[src/rtl/tx_symbol_scheduler_pkg.sv]
// Shared types and code points for the transmit symbol scheduler.
// Also holds the legal control-code check used by the 8b/10b encoder.
package tx_sym_pkg;

  typedef enum logic {
    ST_STREAM = 1'b0,
    ST_SKP    = 1'b1
  } state_t;

  localparam logic [7:0] K28_5    = 8'hBC;
  localparam logic [7:0] K28_0    = 8'h1C;
  localparam logic [7:0] IDLE_D00 = 8'h00;

  // Byte chosen by the scheduler, waiting one stage for encoding.
  typedef struct packed {
    logic       vld;
    logic [7:0] dat;
    logic       k;
    logic       skp;
  } sel_t;

  function automatic logic is_legal_k(input logic [7:0] b);
    return (b[4:0] == 5'd28) || (b == 8'hF7) || (b == 8'hFB) ||
           (b == 8'hFD) || (b == 8'hFE);
  endfunction

endpackage

[src/rtl/tx_symbol_scheduler_encoder.sv]
// Combinational 8b/10b encoder: chained 5b/6b and 3b/4b sub-blocks with running disparity.
// rd_in/rd_out use 1 = RD-; an illegal K code is flagged and encoded as data.
module encoder_8b10b
  import tx_sym_pkg::*;
(
  input  logic [7:0] data_byte,
  input  logic       k,
  input  logic       rd_in,
  output logic [9:0] symbol,
  output logic       rd_out,
  output logic       k_err
);

  logic [4:0] x;
  logic [2:0] y;
  logic       k_ok;
  logic       k28;
  logic       alt7;
  logic       flip6;
  logic       flip4;
  logic       rd6;
  logic [5:0] code6;
  logic [3:0] code4;
  logic [5:0] six;
  logic [3:0] four;

  assign x     = data_byte[4:0];
  assign y     = data_byte[7:5];
  assign k_ok  = k && is_legal_k(data_byte);
  assign k_err = k && !k_ok;
  assign k28   = k_ok && (x == 5'd28);

  // 5b/6b codes as seen from RD-; the RD+ form is the complement when flip6 is set.
  always_comb begin
    code6 = 6'b000000;
    case (x)
      5'd0:  code6 = 6'b100111;
      5'd1:  code6 = 6'b011101;
      5'd2:  code6 = 6'b101101;
      5'd3:  code6 = 6'b110001;
      5'd4:  code6 = 6'b110101;
      5'd5:  code6 = 6'b101001;
      5'd6:  code6 = 6'b011001;
      5'd7:  code6 = 6'b111000;
      5'd8:  code6 = 6'b111001;
      5'd9:  code6 = 6'b100101;
      5'd10: code6 = 6'b010101;
      5'd11: code6 = 6'b110100;
      5'd12: code6 = 6'b001101;
      5'd13: code6 = 6'b101100;
      5'd14: code6 = 6'b011100;
      5'd15: code6 = 6'b010111;
      5'd16: code6 = 6'b011011;
      5'd17: code6 = 6'b100011;
      5'd18: code6 = 6'b010011;
      5'd19: code6 = 6'b110010;
      5'd20: code6 = 6'b001011;
      5'd21: code6 = 6'b101010;
      5'd22: code6 = 6'b011010;
      5'd23: code6 = 6'b111010;
      5'd24: code6 = 6'b110011;
      5'd25: code6 = 6'b100110;
      5'd26: code6 = 6'b010110;
      5'd27: code6 = 6'b110110;
      5'd28: code6 = k28 ? 6'b001111 : 6'b001110;
      5'd29: code6 = 6'b101110;
      5'd30: code6 = 6'b011110;
      5'd31: code6 = 6'b101011;
      default: code6 = 6'b000000;
    endcase
  end

  // D.7 is balanced yet still has distinct RD- and RD+ forms.
  assign flip6 = ($countones(code6) != 3) || (x == 5'd7);
  assign six   = (!rd_in && flip6) ? ~code6 : code6;
  assign rd6   = ($countones(code6) != 3) ? !rd_in : rd_in;

  assign alt7 = rd6 ? ((x == 5'd17) || (x == 5'd18) || (x == 5'd20))
                    : ((x == 5'd11) || (x == 5'd13) || (x == 5'd14));

  always_comb begin
    code4 = 4'b0000;
    if (k_ok) begin
      case (y)
        3'd0: code4 = 4'b1011;
        3'd1: code4 = 4'b0110;
        3'd2: code4 = 4'b1010;
        3'd3: code4 = 4'b1100;
        3'd4: code4 = 4'b1101;
        3'd5: code4 = 4'b0101;
        3'd6: code4 = 4'b1001;
        3'd7: code4 = 4'b0111;
        default: code4 = 4'b0000;
      endcase
    end else begin
      case (y)
        3'd0: code4 = 4'b1011;
        3'd1: code4 = 4'b1001;
        3'd2: code4 = 4'b0101;
        3'd3: code4 = 4'b1100;
        3'd4: code4 = 4'b1101;
        3'd5: code4 = 4'b1010;
        3'd6: code4 = 4'b0110;
        3'd7: code4 = alt7 ? 4'b0111 : 4'b1110;
        default: code4 = 4'b0000;
      endcase
    end
  end

  // Every K sub-block swaps with disparity, including the balanced ones.
  assign flip4  = k_ok || (y == 3'd0) || (y == 3'd3) || (y == 3'd4) || (y == 3'd7);
  assign four   = (!rd6 && flip4) ? ~code4 : code4;
  assign rd_out = ($countones(code4) != 2) ? !rd6 : rd6;
  assign symbol = {six, four};

endmodule

[src/rtl/tx_symbol_scheduler.sv]
// Per-cycle source selection (data / SKP ordered set / idle) followed by 8b/10b encoding.
// Two-stage pipeline: select register, then encoded output register owning running disparity.
module tx_symbol_scheduler
  import tx_sym_pkg::*;
#(
  parameter int SKP_INTERVAL = 1180,
  parameter int SKP_FORCE    = 1538,
  parameter int SKP_SYMS     = 3
) (
  input  logic       clk_i,
  input  logic       rst_i,
  input  logic       data_valid_i,
  input  logic [7:0] data_i,
  input  logic       data_k_i,
  output logic       data_ready_o,
  output logic [9:0] sym_o,
  output logic       sym_valid_o,
  output logic       rd_neg_o,
  output logic       skp_active_o,
  output logic       k_err_o
);

  localparam int CW = $clog2(SKP_FORCE + 1);
  localparam int SW = (SKP_SYMS > 1) ? $clog2(SKP_SYMS) : 1;
  localparam logic [CW-1:0] FORCE_C = CW'(SKP_FORCE);
  localparam logic [CW-1:0] INTV_C  = CW'(SKP_INTERVAL);
  localparam logic [SW-1:0] LAST_C  = SW'(SKP_SYMS - 1);

  state_t        state;
  logic [CW-1:0] skp_cnt;
  logic [SW-1:0] skp_sym_cnt;
  sel_t          sel_q;
  logic          force_skp;
  logic          pend_skp;
  logic          accept;
  logic [9:0]    enc_sym;
  logic          enc_rd;
  logic          enc_kerr;

  assign force_skp    = (skp_cnt >= FORCE_C);
  assign pend_skp     = (skp_cnt >= INTV_C);
  assign data_ready_o = !rst_i && (state == ST_STREAM) && !force_skp;
  assign accept       = data_valid_i && data_ready_o;

  always_ff @(posedge clk_i) begin
    if (rst_i) begin
      state       <= ST_STREAM;
      skp_cnt     <= '0;
      skp_sym_cnt <= '0;
      sel_q       <= '0;
    end else begin
      sel_q.vld <= 1'b1;
      case (state)
        ST_STREAM: begin
          // Pending SKP only displaces idle; forced SKP also blocks data.
          if (force_skp || (!accept && pend_skp)) begin
            sel_q.dat   <= K28_5;
            sel_q.k     <= 1'b1;
            sel_q.skp   <= 1'b1;
            skp_cnt     <= '0;
            skp_sym_cnt <= '0;
            state       <= ST_SKP;
          end else begin
            sel_q.dat <= accept ? data_i : IDLE_D00;
            sel_q.k   <= accept && data_k_i;
            sel_q.skp <= 1'b0;
            if (skp_cnt != FORCE_C) begin
              skp_cnt <= skp_cnt + 1'b1;
            end
          end
        end
        ST_SKP: begin
          sel_q.dat <= K28_0;
          sel_q.k   <= 1'b1;
          sel_q.skp <= 1'b1;
          if (skp_sym_cnt == LAST_C) begin
            state <= ST_STREAM;
          end else begin
            skp_sym_cnt <= skp_sym_cnt + 1'b1;
          end
        end
        default: state <= ST_STREAM;
      endcase
    end
  end

  encoder_8b10b u_enc (
    .data_byte (sel_q.dat),
    .k         (sel_q.k),
    .rd_in     (rd_neg_o),
    .symbol    (enc_sym),
    .rd_out    (enc_rd),
    .k_err     (enc_kerr)
  );

  // rd_neg_o doubles as the lane's running-disparity register.
  always_ff @(posedge clk_i) begin
    if (rst_i) begin
      sym_o        <= '0;
      sym_valid_o  <= 1'b0;
      rd_neg_o     <= 1'b1;
      skp_active_o <= 1'b0;
      k_err_o      <= 1'b0;
    end else if (sel_q.vld) begin
      sym_o        <= enc_sym;
      sym_valid_o  <= 1'b1;
      rd_neg_o     <= enc_rd;
      skp_active_o <= sel_q.skp;
      k_err_o      <= enc_kerr;
    end else begin
      sym_valid_o  <= 1'b0;
      k_err_o      <= 1'b0;
    end
  end

endmodule
[config.mk]
export PLATFORM = sky130hd
export DESIGN_NAME = tx_symbol_scheduler
export DESIGN_NICKNAME = d
export VERILOG_FILES = /design/src/rtl/tx_symbol_scheduler_pkg.sv /design/src/rtl/tx_symbol_scheduler_encoder.sv /design/src/rtl/tx_symbol_scheduler.sv
export SDC_FILE = /design/constraint.sdc
export NUM_CORES = 1
export LEC_CHECK = 0
export BUFFER_PORTS_ARGS = -buffer_cell sky130_fd_sc_hd__clkbuf_2
export CORE_ASPECT_RATIO = 0.6
export CORE_UTILIZATION = 63
export CTS_CLUSTER_SIZE = 10
export DETAILED_ROUTE_END_ITERATION = 8
export PLACE_DENSITY = 0.85
export SLEW_MARGIN = 20
export SYNTH_ARGS = -nofsm -noshare
export SYNTH_HDL_FRONTEND = slang
export SYNTH_HIERARCHICAL = 1
export SYNTH_SLANG_ARGS = --single-unit
[constraint.sdc]
create_clock -name clk_i -period 13.01 [get_ports clk_i]
set_clock_uncertainty 0.05 [all_clocks]
set_input_delay 0.6505 -clock clk_i [delete_from_list [all_inputs] [get_ports clk_i]]
set_output_delay 0.6505 -clock clk_i [all_outputs]
set_load 0.05 [all_outputs]
==> metrics.txt, run 1 <==
Req. time, crit path=13.14 ns; FF+latch count, synth=39; post-synthesis cell count=284; Flop pwr share=0.395; Hold Path Stages=1; Routed WL=5124 um; Final Cycle Share=0.5170; top post-synthesis cells by area=dfxtp_1 (32%), nor2_1 (6.8%), mux2i_1 (6.2%), xor2_1 (5.4%), nand2_1 (3.6%); max_slew headroom=0.4174; switching share of power=0.3661; gpl congestion=0.9140; hold_buf cts=0; fmax=148.7 MHz; worst-skew pair later-pin latency=0.30 ns; Int Power=0.0002262 W; Setup TNS=0 ns; IO Pins=27; Reg2Reg Depth=22; final max-slew violation count=0; Clock Path Buffers=2; hold violation total from the final report=0; die height=50.00 um; Synth-to-Final Area Change=8.536%; initial antenna violation count=0; final instance area=0.002625 mm^2; Worst-Margin Slew=0.8677 ns; Vias/cell=5.799; most frequent cells after synthesis=nor2_1 (44), dfxtp_1 (39), nand2_1 (23); Port Buf Inserts=26; Post-synth EDFFs=0; Critical Path AT=6.86 ns; Post-DP Area=0.002512 mm^2; layout cells sized above 1=0.1595; row count=17; fin crit period=6.726 ns; first-pass GRT wire length=8500 um; Comb power frac=0.318; detailed-route wire length per cell=14.72 um; sequential fraction of the synthesis area=0.3228; ys flop type=dfxtp_1; CP endpoint kind=register; DRT Pass-1 Iters=5; yosys warns=6; Num CTS Buffers=5; TritonCTS clock tree=yes; PD cells=135.9 mW/mm^2; Final setup viols=0; Max Cap Viol=0; Yosys top cell by area=dfxtp_1; Post-Syn Nets=306; Crit Path Class=register to register; hpwl dp=3702 um; vias in the first global route=1841; Synth async-reset ratio=0; Starting Density=0.6573; number of gates resized after cts=0; Congestion Overflow GR=0; Post-Syn Area=0.002419 mm^2; share of the synthesized area in the top cell type=0.3228; Worst-path clk slew=0.08 ns; DRC viols=0; Tot GR Track Use=0.2807; P_leak=1.110 nW; outcome=finished, final reports clean; diodes inserted=0; H-tree depth reported by CTS=2; most frequent cell after synthesis=nor2_1; unrepaired setup endpoints after global routing=no; Post-layout nets=322; Worst Hold Class=register to register; Root Driver=clkbuf_8; peak supply drop=102.9 uV; clk sinks=39; Unique masters post-synth=60; initial drt markers=130; share of total power in the clock network=0.287; ANT nets after route=0; pin count of the biggest net entering global routing=20; Die W=81.99 um; post-CTS setup buffers=0; Via Count=2018; CP Launch Type=register; NetSw=0.0001306 W; Die Footprint=0.004099 mm^2; Avg Inst Size Synth=8.516 um^2; Core Region=0.003680 mm^2; critical path peak fanout=19
## layout make-up
class                           count  area (um^2)
Clock inverter                      3        43.79
Clock buffer                        5        68.82
Timing Repair Buffer               26        130.1
Multi-Input combinational cell    216         1498
Sequential cell                    39        780.7
Fill cell                         296         1055
Inverter                           12        45.04
Tap cell                           47        58.81
## cells in the final DEF, fill, tap and decap left out, drive strengths merged, types with 4 or more instances in the layout
cell type  count
and3           4
o21ai         11
nand4          5
xnor2          5
xor2          16
inv           12
and2           8
mux2i         15
nand2         23
nand2b         4
nor2          44
a21oi         16
clkbuf        31
ha             6
dfxtp         39
fa             4
a21o           5
nor3           9
## final timing paths
kind,startpoint,endpoint,slack (ns)
worst max-delay path,sel_q[5],rd_neg_o,6.28
worst min-delay path,skp_sym_cnt[0],skp_sym_cnt[0],0.42
worst max register to register,sel_q[5],rd_neg_o,6.28
worst min register to register,skp_sym_cnt[0],skp_sym_cnt[0],0.42
## flip-flops by register name (all words and copies together) (netlist names)
register / flops
k_err_o: 1
rd_neg_o: 1
sel_q: 11
skp_active_o: 1
skp_cnt: 11
skp_sym_cnt: 2
state: 1
sym_o: 10
sym_valid_o: 1
## routing by layer
| layer | up-vias | part of all wire | wire (um) | GRT usage |
|---|---|---|---|---|
| li1 | 1015 | - | - | - |
| met1 | 927 | 0.52 | 2670 | 0.4112 |
| met2 | 66 | 0.41 | 2103 | 0.3912 |
| met3 | 10 | 0.052 | 269 | 0.08148 |
| met4 | 0 | 0.016 | 81 | 0.08480 |
| met5 | - | 0 | 0 | 0 |
## power groups by stage
| stage | combinational (W) | clock, W | sequential, W |
|---|---|---|---|
| global route | 0.000124 | 0.000109 | 0.000143 |
| finish | 0.000114 | 0.000102 | 0.000141 |
| global placement | 0.000110 | 0 | 0.000143 |
| detailed placement | 0.000113 | 0 | 0.000143 |
| CTS | 0.000113 | 0.000105 | 0.000141 |
| floorplan | 0.0000698 | 0 | 0.000165 |
## metrics by stage
step / worst slack (ns) / instances / total power (W) / hold slack [ns] / util
2_1_floorplan: 7.512 / 284 / 0.0002349 / 0.3811 / -
3_3_place_gp: 6.700 / 340 / 0.0002533 / 0.4038 / 0.6828
3_5_place_dp: 6.410 / 340 / 0.0002561 / 0.4089 / 0.6828
4_1_cts: 6.374 / 348 / 0.0003594 / 0.4220 / 0.7134
5_1_grt: 5.865 / 348 / 0.0003753 / 0.4406 / 0.7134
6_report: 6.284 / 348 / 0.0003568 / 0.4244 / 0.7134
## worst max-delay path: stages, from the launching register on
cell and delay, ns:
dfxtp_1 0.70, nand2b_1 0.29, mux2i_1 0.11, a211oi_1 0.50, fa_1 0.51, fa_1 0.55
ha_1 0.14, inv_1 0.05, fa_1 0.41, nand3b_1 0.26, xnor2_1 0.74, mux2i_1 0.31
o21ai_1 0.14, a221oi_1 0.35, o31a_1 0.22, fa_1 0.41, inv_1 0.07, ha_1 0.22
nor2_1 0.14, nand2_1 0.08, xnor2_1 0.13, mux2i_1 0.16, nand2_1 0.08
## cell families (layout without fill, tap and decap cells)
group / after synthesis / after routing / synth area share
compound gates: 58 / 58 / 0.1842
xor+xnor: 21 / 21 / 0.07915
fa+ha+maj: 10 / 10 / 0.06415
buf+inv: 29 / 46 / 0.05794
flops: 39 / 39 / 0.3228
mux: 15 / 15 / 0.06208
simple gates: 112 / 112 / 0.2297
No activity file was read; power rests on OpenSTA's default activity.
==> run 2: changes to the inputs <==
--- a/config.mk
+++ b/config.mk
@@ -7,10 +7,10 @@
 export LEC_CHECK = 0
 export BUFFER_PORTS_ARGS = -buffer_cell sky130_fd_sc_hd__clkbuf_2
 export CORE_ASPECT_RATIO = 0.6
-export CORE_UTILIZATION = 63
+export CORE_UTILIZATION = 52
 export CTS_CLUSTER_SIZE = 10
 export DETAILED_ROUTE_END_ITERATION = 8
-export PLACE_DENSITY = 0.85
+export PLACE_DENSITY = 0.75
 export SLEW_MARGIN = 20
 export SYNTH_ARGS = -nofsm -noshare
 export SYNTH_HDL_FRONTEND = slang
==> constraint.sdc (replaced) <==
create_clock -name clk_i -period 5.83 [get_ports clk_i]
set_clock_uncertainty 0.05 [all_clocks]
set_input_delay 0.2915 -clock clk_i [delete_from_list [all_inputs] [get_ports clk_i]]
set_output_delay 0.2915 -clock clk_i [all_outputs]
set_load 0.05 [all_outputs]
==> run 2 against run 1 <==
Largest cell class unchanged. Setup slack worse by 6.0 ns. Wire length grew 3.6%. Count of clock-buffer cells in the layout unchanged. Highest routed layer unchanged.
==> metrics.txt, run 2 (synthesis gave the netlist of run 1 again) <==
Die W=90.05 um (+9.8%); detailed-route wire length per cell=14.47 um (-1.8%); fmax=179.1 MHz (+20%); Max Cap Viol=0 (unchanged); initial drt markers=126 (-3.1%); hold violation total from the final report=0 (unchanged); Synth-to-Final Area Change=11.17%; Num CTS Buffers=5 (unchanged); Worst Hold Class=input port to register; pin count of the biggest net entering global routing=20 (unchanged); Worst Path Buf+Inv=3 (+1); CP endpoint kind=register; Final Cycle Share=0.9576 (+0.4406); worst-skew pair later-pin latency=0.29 ns (about the same); clk sinks=39 (unchanged); worst setup path startpoint=sel_q[4]; DRC viols=0 (unchanged); ANT nets after route=0 (unchanged); gpl congestion=0.9035 (-1.1%); PD cells=284.3 mW/mm^2 (+110%); Via Count=2078 (+3.0%); commonest cells after routing, fill and taps aside=nor2_1 (44), dfxtp_1 (35), clkbuf_2 (26); diodes inserted=0 (unchanged); delay-heaviest family, CP=adder cells; outcome=finished, final reports clean; first-pass GRT wire length=8818 um (+3.7%); Root Driver=clkbuf_8; DRT Pass-1 Iters=5 (unchanged); share of total power in the clock network=0.225 (-0.062); Routed WL=5309 um (+3.6%); Top cell by count, worst path=fa_1; Congestion Overflow GR=0 (unchanged); Core Region=0.004279 mm^2 (+16%); die height=54.83 um (+9.7%); row count=18 (+1); Post-layout nets=330 (+2.5%); Crit Path Class=register to register; Worst path slowest cell=fa_1; Starting Density=0.5652 (-0.09205); Critical R2R Launch=sel_q[4]; final max-slew violation count=0 (unchanged); Critical Path AT=5.71 ns (-1.15 ns); Top Registers=sel_q: 11 flops, skp_cnt: 11 flops, sym_o: 10 flops; Flop pwr share=0.409 (+0.014); Worst-path clk slew=0.07 ns (about the same); Req. time, crit path=5.96 ns (-7.18 ns); Worst-Margin Slew=0.7958 ns (-0.07185 ns); max_slew headroom=0.4687 (+0.05133); final core utilization=0.6284 (-0.08500); commonest non-fill, non-tap cell in the layout=nor2_1; CP Launch Type=register; P_leak=1.141 nW (+2.7%); fin crit period=5.583 ns (-1.143 ns); Tot GR Track Use=0.2361 (-0.04456); hpwl dp=3956 um (+6.9%); NetSw=0.0002916 W (+120%); multi-input logic area=0.001516 mm^2 (+1.3%); H-tree depth reported by CTS=2 (unchanged); crit-path max cell delay=0.55 ns (-0.19 ns); Clock Path Buffers=2 (unchanged); vias in the first global route=1749 (-5.0%); Comb power frac=0.365 (+0.047); Die Footprint=0.004937 mm^2 (+20%); Fill cells=390 (+32%); Port Buf Inserts=26 (unchanged); Int Power=0.0004729 W (+110%); initial antenna violation count=0 (unchanged); Sequential Area=785.8 um^2 (+0.64%); layout cells sized above 1=0.1987 (+0.03923); Vias/cell=5.662 (-2.4%); peak supply drop=206.0 uV (+100%); TritonCTS clock tree=yes; worst-path cell chain=buf_4 > nand2b_1 > mux2i_1 > a211oi_2 > fa_1 > fa_1 > ha_1 > inv_1 > fa_1 > nand3b_1 > xor2_2 > mux2i_1 > o21ai_1 > a221oi_2 > o31a_1 > fa_1 > inv_1 > ha_1 > nor2_1 > nand2_1 > xnor2_1 > mux2i_1 > nand2_1; Final setup viols=0 (unchanged); switching share of power=0.3814 (+0.01528); Pwr Total=0.0007645 W (+110%); critical path peak fanout=10 (-9); hold_sp=data_i[1]; Setup TNS=0 ns (unchanged); IO Pins=27 (unchanged)
## run 2: power by group through the flow
stage	combinational (W)	clock [W]	sequential, W
detailed placement	0.000272	0	0.000319
global route	0.000302	0.000189	0.000317
floorplan	0.000156	0	0.000368
finish	0.000279	0.000172	0.000313
CTS	0.000274	0.000180	0.000313
global placement	0.000268	0	0.000317
## run 2: path summary, 6_finish.rpt
path	end	slack, ns	depth (start not counted)
max	rd_neg_o	0.25	23
min reg2reg	skp_sym_cnt[0]	0.42	1
max reg2reg	rd_neg_o	0.25	23
min	sel_q[3]	0.14	2
## run 2: worst register-to-register path, cell delays in order (launching register included)
cell	delay, ns
dfxtp_2	0.38
buf_4	0.18
nand2b_1	0.15
mux2i_1	0.12
a211oi_2	0.32
fa_1	0.48
fa_1	0.55
ha_1	0.15
inv_1	0.06
fa_1	0.41
nand3b_1	0.29
xor2_2	0.22
mux2i_1	0.26
o21ai_1	0.14
a221oi_2	0.29
o31a_1	0.21
fa_1	0.42
inv_1	0.07
ha_1	0.22
nor2_1	0.11
nand2_1	0.09
xnor2_1	0.13
mux2i_1	0.13
nand2_1	0.07
## run 2: final cells by class
class,count,share of cell area
clock inverters,1,0.002792
inverters,12,0.01675
flip-flops and latches,39,0.2922
clock buffers,5,0.02559
well taps,60,0.02792
multi-input cells,216,0.5640
repair buffers,34,0.07073
## run 2: stage by stage
stage          instance area (um^2)  worst slack, ns  cells  hold WS [ns]
3_3_place_gp                   2589           0.2084    361        0.4064
3_5_place_dp                   2589          -0.1102    361        0.4082
6_report                       2689           0.2471    367        0.1398
4_1_cts                        2673          0.01375    367        0.1300
2_1_floorplan                  2419           0.3319    284        0.3519
5_1_grt                        2689         -0.01074    367        0.1456
## run 2: repair_timing
item | 4_1_cts | 5_1_grt
endpoints found under the hold margin | 0 | 0
gates resized for setup | 3 | 4
hold buffers | 0 | 0
pin swaps | 0 | 1
setup buffers | 0 | 0
endpoints found under the setup margin | 1 | 1
## run 2: routing by layer
metal | track usage | vias up | share of wire
li1 | - | 1036 | -
met1 | 0.3367 | 964 | 0.52
met2 | 0.3461 | 73 | 0.40
met3 | 0.06111 | 5 | 0.073
met4 | 0.08065 | 0 | 0.0070
met5 | 0 | - | 0
==> run 3: changes to the inputs <==
--- a/config.mk
+++ b/config.mk
@@ -14,5 +14,4 @@
 export SLEW_MARGIN = 20
 export SYNTH_ARGS = -nofsm -noshare
 export SYNTH_HDL_FRONTEND = slang
-export SYNTH_HIERARCHICAL = 1
 export SYNTH_SLANG_ARGS = --single-unit
==> run 3 against run 2 <==
Register-to-register slack improved by 0.18 ns. Hold slack got worse by 0.0072 ns. Critical path depth fell by 2. Critical endpoint unchanged. Final cell count fell by 3.0%. Global-route usage fell by 3.1 points. Combinational power fell by 21%. Via count fell by 8.4%. Sequential share of layout area rose by 3.7 points. Synthesized cell count fell by 1.8%. Clock power rose by 15%.
==> metrics.txt, run 3 <==
Flop pwr share=0.448 (+0.039); Root Driver=clkbuf_8; NetSw=0.0002701 W (-7.4%); Die Footprint=0.004959 mm^2 (+0.46%); Comb power frac=0.291 (-0.074); ys flop type=dfxtp_1; share of the synthesized area in the top cell type=0.3543 (+0.03146); yosys warns=0 (-6); Core Region=0.004302 mm^2 (+0.53%); peak supply drop=117.7 uV (-43%); Port Buf Inserts=26 (unchanged); critical path peak fanout=23 (+13); pin count of the biggest net entering global routing=24 (+20%); most frequent cell after synthesis=dfxtp_1; Final setup viols=0 (unchanged); max_slew headroom=0.4560 (-0.01275); sequential fraction of the synthesis area=0.3543 (+0.03146); Num CTS Buffers=5 (unchanged); Via Count=1903 (-8.4%); worst slack at placement=0.5224 ns (+0.6327 ns); switching share of power=0.3579 (-0.02350); Vias/cell=5.346 (-5.6%); Worst-path clk slew=0.08 ns (about the same); initial antenna violation count=0 (unchanged); Setup TNS=0 ns (unchanged); Unique masters post-synth=50 (-17%); Synth-to-Final Area Change=7.621%; first-pass GRT wire length=7734 um (-12%); number of gates resized after cts=0 (-3); hold violation total from the final report=0 (unchanged); commonest cells after routing, fill and taps aside=dfxtp_1 (43), nor2_1 (40), clkbuf_2 (26); initial drt markers=128 (+1.6%); post-CTS setup buffers=0 (unchanged); top post-synthesis cells by area=dfxtp_1 (35%), nor2_1 (6.2%), ha_1 (5.1%), xor2_1 (4.7%), xnor2_1 (4.0%); Post-Syn Nets=304 (-0.65%); Yosys top cell by area=dfxtp_1; gpl congestion=0.9093 (+0.64%); Top Registers=sel_q: 11 flops, skp_cnt: 11 flops, sym_o: 10 flops; final worst setup slack=0.4302 ns (+0.1831 ns); final max-slew violation count=0 (unchanged); Int Power=0.0004846 W (+2.5%); DRC viols=0 (unchanged); CP Launch Type=register; FF+latch count, synth=43 (+10%); Fin Hold WS=0.1327 ns (-0.007177 ns); fmax=185.2 MHz (+3.4%); post-synthesis cell count=279 (-1.8%); Crit Path Class=register to register; Post-DP Area=0.002522 mm^2 (-2.6%); Tot GR Track Use=0.2053 (-0.03081); worst-skew pair later-pin latency=0.31 ns (+0.02 ns); IO Pins=27 (unchanged); Avg Inst Size Synth=8.709 um^2 (+2.3%); Post-synth EDFFs=0 (unchanged); layout cells sized above 1=0.1453 (-0.05343); Synth async-reset ratio=0 (unchanged); CP endpoint kind=register; Die W=90.25 um (+0.23%); final instance area=0.002615 mm^2 (-2.7%); share of total power in the clock network=0.261 (+0.036); clk sinks=43 (+10%); Post-Syn Area=0.002430 mm^2 (+0.47%); row count=18 (unchanged); most frequent cells after synthesis=dfxtp_1 (43), nor2_1 (40), nand2_1 (21); die height=54.95 um (+0.23%); PD cells=288.6 mW/mm^2 (+1.5%); Worst-Margin Slew=0.8105 ns (+0.01473 ns); vias in the first global route=1583 (-9.5%); worst setup path startpoint=sel_q[3]; hold_buf cts=0 (unchanged); DRT Pass-1 Iters=4 (-1); Clock Path Buffers=2 (unchanged); Post-layout nets=320 (-3.0%); ANT nets after route=0 (unchanged); Final Cycle Share=0.9262 (-0.03141); diodes inserted=0 (unchanged); hold_sp=data_i[2]; Starting Density=0.5649 (about the same); Max Cap Viol=0 (unchanged); hpwl dp=3533 um (-11%); Critical R2R Launch=sel_q[3]; Worst Hold Class=input port to register; detailed-route wire length per cell=13.22 um (-8.6%); Critical Path AT=5.55 ns (-0.16 ns); Req. time, crit path=5.98 ns (+0.02 ns); unrepaired setup endpoints after global routing=no; Routed WL=4706 um (-11%); outcome=finished, final reports clean; fin crit period=5.400 ns (-0.1831 ns); P_leak=1.129 nW (-1.0%); Congestion Overflow GR=0 (unchanged); TritonCTS clock tree=yes; commonest non-fill, non-tap cell in the layout=dfxtp_1; H-tree depth reported by CTS=2 (unchanged)
-- run 3: cell count changes after synthesis, moves of 4 or more --
cell	change
nor2_1	-4
nand3_1	+8
a211oi_1	+6
mux2i_1	-8
ha_1	+4
and2_1	-4
xnor2_1	+6
dfxtp_1	+4
-- run 3: final cells by class --
type	instances	area, um^2
sequential	43	860.8
tap	60	75.07
timing repair buffer	26	130.1
multi-input combinational	206	1408
clock buffer	5	68.82
clock inverter	3	23.77
fill	377	1687
inverter	13	48.80
-- run 3: cell families (layout without fill, tap and decap cells) --
family / count (synthesis) / count (layout) / share of synthesized area
mux: 9 / 9 / 0.03965
buf+inv: 30 / 47 / 0.06642
simple gates: 101 / 101 / 0.1962
compound gates: 57 / 57 / 0.1699
fa+ha+maj: 14 / 14 / 0.08033
xor+xnor: 25 / 25 / 0.09320
flops: 43 / 43 / 0.3543
-- run 3: path summary, 6_finish.rpt --
path,endpoint,depth (start not counted),slack (ns)
worst max-delay path,rd_neg_o,21,0.43
worst max register to register,rd_neg_o,21,0.43
worst min-delay path,sel_q[4],2,0.13
worst min register to register,skp_cnt[10],2,0.44
-- run 3: metrics by stage --
stage / utilization / power [W] / instances
6_report: 0.6079 / 0.0007547 / 356
3_5_place_dp: 0.5864 / 0.0005649 / 348
4_1_cts: 0.6079 / 0.0007618 / 356
3_3_place_gp: 0.5864 / 0.0005592 / 348
5_1_grt: 0.6079 / 0.0007980 / 356
2_1_floorplan: - / 0.0005241 / 279
-- run 3: per-layer routing --
| metal | routed length (um) | GRT usage |
|---|---|---|
| met5 | 0 | 0 |
| met2 | 1706 | 0.2850 |
| met1 | 2617 | 0.3148 |
| met3 | 334 | 0.04918 |
| met4 | 48 | 0.04839 |
-- run 3: power groups by stage --
stage               clock (W)  combinational [W]  sequential [W]
finish               0.000197           0.000220        0.000338
global route         0.000214           0.000241        0.000342
CTS                  0.000203           0.000221        0.000338
detailed placement          0           0.000220        0.000345
global placement            0           0.000215        0.000344
floorplan                   0           0.000139        0.000385
-- run 3: critical path, cell delays in order (launching register included) --
cell and delay [ns]:
dfxtp_1 0.77, xor2_1 0.14, nand2_1 0.12, a21oi_1 0.09
a221oi_1 0.41, ha_1 0.34, fa_1 0.44, ha_1 0.28
and4bb_4 0.22, xnor2_2 0.22, mux2_4 0.34, o2111a_1 0.27
nor2_1 0.11, ha_1 0.24, ha_1 0.21, fa_1 0.36
nor2_1 0.14, nand2_1 0.10, xnor2_1 0.13, nand2_1 0.07
xor2_1 0.16, nand2_1 0.06
